File: config.mk
export PLATFORM = sky130hd
export DESIGN_NAME = timer_display
export DESIGN_NICKNAME = d
export VERILOG_FILES = /design/src/rtl/timer_pkg.sv /design/src/rtl/bin2bcd_seq.sv /design/src/rtl/timer_display.sv
export SDC_FILE = /design/constraint.sdc
export NUM_CORES = 1
export LEC_CHECK = 0
export BUFFER_PORTS_ARGS = -buffer_cell sky130_fd_sc_hd__buf_2
export CORE_MARGIN = 4
export CORE_UTILIZATION = 30
export DETAILED_ROUTE_END_ITERATION = 8
export GPL_TIMING_DRIVEN = 0
export HOLD_SLACK_MARGIN = 0.03
export PLACE_DENSITY = 0.51
export SLEW_MARGIN = 0
export SYNTH_ARGS = -nofsm -noshare
export SYNTH_HDL_FRONTEND = slang
export SYNTH_SLANG_ARGS = --single-unit
File: constraint.sdc
create_clock -name clock_100Mhz -period 5.1 [get_ports clock_100Mhz]
set_input_delay 0.51 -clock clock_100Mhz [delete_from_list [all_inputs] [get_ports clock_100Mhz]]
set_output_delay 0.51 -clock clock_100Mhz [all_outputs]
set_load 0.005 [all_outputs]
File: src/rtl/timer_pkg.sv
// Shared constants for the countdown display: segment patterns, converter states
// and the double-dabble step used by the sequential binary-to-BCD converter.
package timer_pkg;

    typedef enum logic [1:0] {
        IDLE  = 2'd0,
        CONV  = 2'd1,
        LATCH = 2'd2
    } conv_state_t;

    // Active-low segments in g..a order
    localparam logic [6:0] SEG_0     = 7'h40;
    localparam logic [6:0] SEG_1     = 7'h79;
    localparam logic [6:0] SEG_2     = 7'h24;
    localparam logic [6:0] SEG_3     = 7'h30;
    localparam logic [6:0] SEG_4     = 7'h19;
    localparam logic [6:0] SEG_5     = 7'h12;
    localparam logic [6:0] SEG_6     = 7'h02;
    localparam logic [6:0] SEG_7     = 7'h78;
    localparam logic [6:0] SEG_8     = 7'h00;
    localparam logic [6:0] SEG_9     = 7'h10;
    localparam logic [6:0] SEG_BLANK = 7'h7F;

    function automatic logic [6:0] seg_decode(input logic [3:0] digit);
        logic [6:0] s;
        case (digit)
            4'd0:    s = SEG_0;
            4'd1:    s = SEG_1;
            4'd2:    s = SEG_2;
            4'd3:    s = SEG_3;
            4'd4:    s = SEG_4;
            4'd5:    s = SEG_5;
            4'd6:    s = SEG_6;
            4'd7:    s = SEG_7;
            4'd8:    s = SEG_8;
            4'd9:    s = SEG_9;
            default: s = SEG_BLANK;
        endcase
        return s;
    endfunction

    // One double-dabble step on {bcd[19:0], bin[15:0]}: adjust nibbles, then shift
    function automatic logic [35:0] dabble_step(input logic [35:0] sr);
        logic [35:0] t;
        t = sr;
        for (int i = 0; i < 5; i++) begin
            if (t[16+4*i +: 4] >= 4'd5)
                t[16+4*i +: 4] = t[16+4*i +: 4] + 4'd3;
        end
        return {t[34:0], 1'b0};
    endfunction

endpackage

File: src/rtl/bin2bcd_seq.sv
// Sequential 16-bit binary to 5-digit BCD converter, one shift per clock.
// done is high for the single LATCH cycle while bcd holds the final result.
module bin2bcd_seq
    import timer_pkg::*;
(
    input  logic        clock_100Mhz,
    input  logic        reset,
    input  logic        start,
    input  logic [15:0] bin,
    output logic        busy,
    output logic        done,
    output logic [19:0] bcd
);

    conv_state_t state, state_next;
    logic [35:0] shift_reg;
    logic [3:0]  bitcnt;

    always_ff @(posedge clock_100Mhz) begin
        if (reset) state <= IDLE;
        else       state <= state_next;
    end

    always_comb begin
        state_next = state;
        case (state)
            IDLE:    if (start) state_next = CONV;
            CONV:    if (bitcnt == 4'd15) state_next = LATCH;
            LATCH:   state_next = IDLE;
            default: state_next = IDLE;
        endcase
    end

    always_comb begin
        busy = (state == CONV) || (state == LATCH);
        done = (state == LATCH);
    end

    always_ff @(posedge clock_100Mhz) begin
        if (reset) begin
            shift_reg <= '0;
            bitcnt    <= '0;
        end else begin
            case (state)
                IDLE: if (start) begin
                    shift_reg <= {20'd0, bin};
                    bitcnt    <= '0;
                end
                CONV: begin
                    shift_reg <= dabble_step(shift_reg);
                    bitcnt    <= bitcnt + 4'd1;
                end
                default: ;
            endcase
        end
    end

    assign bcd = shift_reg[35:16];

endmodule

File: src/rtl/timer_display.sv
// Four-digit multiplexed seven-segment display for a seconds countdown, with
// saturation at 9999, leading-zero blanking and a blinking "0" when expired.
module timer_display
    import timer_pkg::*;
#(
    parameter int REFRESH_BITS = 18,
    parameter int BLINK_BITS   = 25
) (
    input  logic        clock_100Mhz,
    input  logic        reset,
    input  logic [15:0] count,
    output logic [3:0]  an,
    output logic [6:0]  seg,
    output logic        dp,
    output logic        busy
);

    localparam logic [REFRESH_BITS+1:0] REFRESH_ONE = 1;
    localparam logic [BLINK_BITS:0]     BLINK_ONE   = 1;

    logic [15:0]       last_val;
    logic              force_conv;
    logic              start;
    logic              conv_done;
    logic [19:0]       conv_bcd;
    logic [3:0][3:0]   digits;

    logic [REFRESH_BITS+1:0] refresh_cnt, refresh_next;
    logic [BLINK_BITS:0]     blink_cnt, blink_next;
    logic [1:0]              sel;
    logic [3:0]              lead_zero;
    logic                    expired;
    logic [3:0]              an_next;
    logic [6:0]              seg_next;

    // Changes arriving while the converter is busy are picked up once it idles
    assign start = !busy && (force_conv || (count != last_val));

    bin2bcd_seq u_conv (
        .clock_100Mhz (clock_100Mhz),
        .reset        (reset),
        .start        (start),
        .bin          (count),
        .busy         (busy),
        .done         (conv_done),
        .bcd          (conv_bcd)
    );

    always_ff @(posedge clock_100Mhz) begin
        if (reset) begin
            last_val   <= '0;
            force_conv <= 1'b1;
            digits     <= '0;
        end else begin
            if (start) begin
                last_val   <= count;
                force_conv <= 1'b0;
            end
            if (conv_done)
                digits <= (conv_bcd[19:16] != 4'd0) ? {4{4'd9}} : conv_bcd[15:0];
        end
    end

    // an and seg are computed from the next counter values so both land together
    always_comb begin
        refresh_next = refresh_cnt + REFRESH_ONE;
        blink_next   = blink_cnt + BLINK_ONE;
        sel          = refresh_next[REFRESH_BITS+1 -: 2];
        expired      = (digits == '0);

        lead_zero    = '0;
        lead_zero[3] = (digits[3] == 4'd0);
        lead_zero[2] = lead_zero[3] && (digits[2] == 4'd0);
        lead_zero[1] = lead_zero[2] && (digits[1] == 4'd0);

        an_next  = (expired && blink_next[BLINK_BITS]) ? 4'hF : ~(4'b0001 << sel);
        seg_next = lead_zero[sel] ? SEG_BLANK : seg_decode(digits[sel]);
    end

    always_ff @(posedge clock_100Mhz) begin
        if (reset) begin
            refresh_cnt <= '0;
            blink_cnt   <= '0;
            an          <= 4'b1110;
            seg         <= SEG_0;
        end else begin
            refresh_cnt <= refresh_next;
            blink_cnt   <= blink_next;
            an          <= an_next;
            seg         <= seg_next;
        end
    end

    assign dp = 1'b1;

endmodule

==> flow_summary.json <==
{
  "worstPathArrival_ns": 3.36,
  "antenna_found_initial": 0,
  "drive_above_1_share_pct": 10.5,
  "grt_pass1_vias": 4661,
  "use_met2_pct": 20.4,
  "via_per_inst": 4.69,
  "finalCritPeriodShare_pct": 59.7,
  "crit_fanout": 9,
  "relSlewSlack_pct": 10.5,
  "ant_nets": 0,
  "synthesis.area_per_instance_um2": 9.00,
  "met3_usage_pct": 3.71,
  "wl_mm": 13.8,
  "syn_area_mm2": 0.00612,
  "yosysWarningCount": 0,
  "cts-resized-gates": 0,
  "drtIter0Drc": 247,
  "placed_area_mm2": 0.00660,
  "leakage_nw": 2.73,
  "overflow": 0,
  "setup_tns_ns": 0,
  "power_density_mw_per_mm2": 427,
  "worst_skew_pair.late_latency_ns": 0.42,
  "cts.sinks": 132,
  "grt_pass1_wl_mm": 23.8,
  "post-route-drc-count": 0,
  "async_flop_share_pct": 0,
  "mostFrequentLayoutCell": "dfxtp_1",
  "antennaDiodeCount": 0,
  "irDropWorstVdd_mv": 0.179,
  "clk_pin_slew_ns": 0.06,
  "startpoint_type": "flip-flop",
  "ys_types": 51,
  "grt_use_met1_pct": 17.8,
  "die_x_um": 151,
  "skew_ns": 0.00648,
  "synth_cells": 680,
  "placementRows": 51,
  "cts_made_buffers": 17,
  "syn_to_final_growth_pct": 17.7,
  "cp-end-kind": "flip-flop",
  "io_buffers": 29,
  "hold_class": "in2reg",
  "synth_edf_count": 0,
  "placed_cells": 974,
  "ys_seq_elements": 132,
  "setup_viol": 0,
  "start_util_pct": 31.0,
  "synth_fp_nets": 720,
  "cp.required_ns": 5.42,
  "post-route-util_pct": 36.4,
  "postCtsHoldBufs": 0,
  "track_usage_pct": 13.2,
  "coreArea_mm2": 0.0198,
  "fin_nets": 768,
  "dieArea_mm2": 0.0228,
  "synth-main-ff-cell": "dfxtp_1",
  "tritoncts": "built",
  "largest_reg_flops": 36,
  "rsz0062_at_grt": "no",
  "grt-busiest-layer": "met2",
  "wl_per_cell_um": 13.7,
  "finalHoldViolations": 0,
  "place.gp.congestion": 0.772,
  "path_class": "reg2reg",
  "cts_root_buffer": "clkbuf_16",
  "holdWs_ns": 0.369,
  "io_pins": 31,
  "fin_crit_ns": 3.04,
  "dieHeight_um": 151,
  "num_vias": 4719,
  "postLayoutCellArea_mm2": 0.00721,
  "nFillCells": 2006,
  "fmax_mhz": 329,
  "fin_cells": 1006,
  "outcome": "complete, no violations",
  "max_cap_viol_count": 0,
  "grt_max_degree": 17,
  "slew_violations": 0,
  "worstMarginPinSlew_ns": 1.32,
  "dp_hpwl_mm": 9.71,
  "cts_setup_buffers": 0,
  "dr.pass1.iters": 4,
  "cts_max_path_buffers": 2,
  "seq_area_frac_synth_pct": 43.2,
  "h-tree-depth": 4,
  "final_cell_mix": "dfxtp_1, nor2_1, nand2_1"
}
==> Yosys cell counts, types with 5 or more instances <==
cell type / count / area share [%]
nand2_1: 37 / 2.3
o32ai_1: 5 / 0.72
nor3_1: 14 / 1.1
a31oi_1: 5 / 0.51
xor2_1: 34 / 4.9
a22oi_1: 9 / 1.1
nand3_1: 22 / 1.8
a2bb2oi_1: 8 / 1.1
buf_1: 7 / 0.43
clkbuf_1: 25 / 1.5
and3_1: 5 / 0.51
a211oi_1: 26 / 3.2
o21ai_0: 16 / 1.3
nor2_1: 119 / 7.3
nand4_1: 15 / 1.5
nor2b_1: 6 / 0.61
inv_1: 33 / 2.0
dfxtp_1: 132 / 43
nor4_1: 5 / 0.51
xnor2_1: 29 / 4.1
a21oi_1: 23 / 1.9
ha_1: 22 / 4.5
mux2i_1: 34 / 5.6
mux4_2: 5 / 1.8
==> critical path, cell delays in order, from the launching register on <==
cell,delay (ns)
dfxtp_1,0.44
nand4_4,0.16
nor3_2,0.37
nand4_1,0.16
xor2_1,0.65
mux4_2,0.47
inv_1,0.13
ha_1,0.26
and2_1,0.15
o21a_1,0.16
==> final timing paths <==
kind / start / endpoint / slack [ns] / cells past startpoint
max: refresh_cnt[4] / seg[3] / 2.06 / 9
min reg2reg: u_conv.shift_reg[0] / u_conv.shift_reg[0] / 0.45 / 2
min: count[8] / last_val[8] / 0.37 / 3
max reg2reg: refresh_cnt[4] / seg[3] / 2.06 / 9
==> final cells by class <==
class / instances / area [um^2] / share of cell area (%)
multi-input combinational: 480 / 3210 / 44.6
timing repair buffer: 29 / 145 / 2.01
sequential: 132 / 2640 / 36.7
clock inverter: 12 / 153 / 2.12
inverter: 34 / 128 / 1.77
buffer: 34 / 139 / 1.93
tap: 265 / 332 / 4.60
clock buffer: 20 / 457 / 6.33
==> power breakdown <==
part	internal [mW]	leakage, nW	switching (mW)
combinational	0.217	1.35	0.411
sequential	1.13	1.07	0.0584
clock	0.795	0.301	0.465
==> through the flow <==
stage	total power, mW	setup WS [ns]
after global routing	3.26	1.80
final	3.08	2.06
after floorplan	1.65	2.40
after global placement	1.84	2.00
after CTS	3.12	2.02
after detailed placement	1.84	2.04
==> cells by family (layout without fill, tap and decap cells) <==
group	count (synthesis)	count (layout)	synth area share (%)
simple gates	245	245	18.8
flops	132	132	43.2
compound gates	110	110	12.7
buf+inv	68	129	4.35
xor+xnor	63	63	9.01
mux	39	39	7.40
fa+ha+maj	22	22	4.50
other cells	1	1	0.0612
==> metal layers <==
metal | vias up | part of all wire [%]
met5 | - | 0
met4 | 0 | 1.9
met3 | 24 | 3.8
met2 | 64 | 44
met1 | 2179 | 50
li1 | 2452 | -
Power figures use the tool's default switching activity.
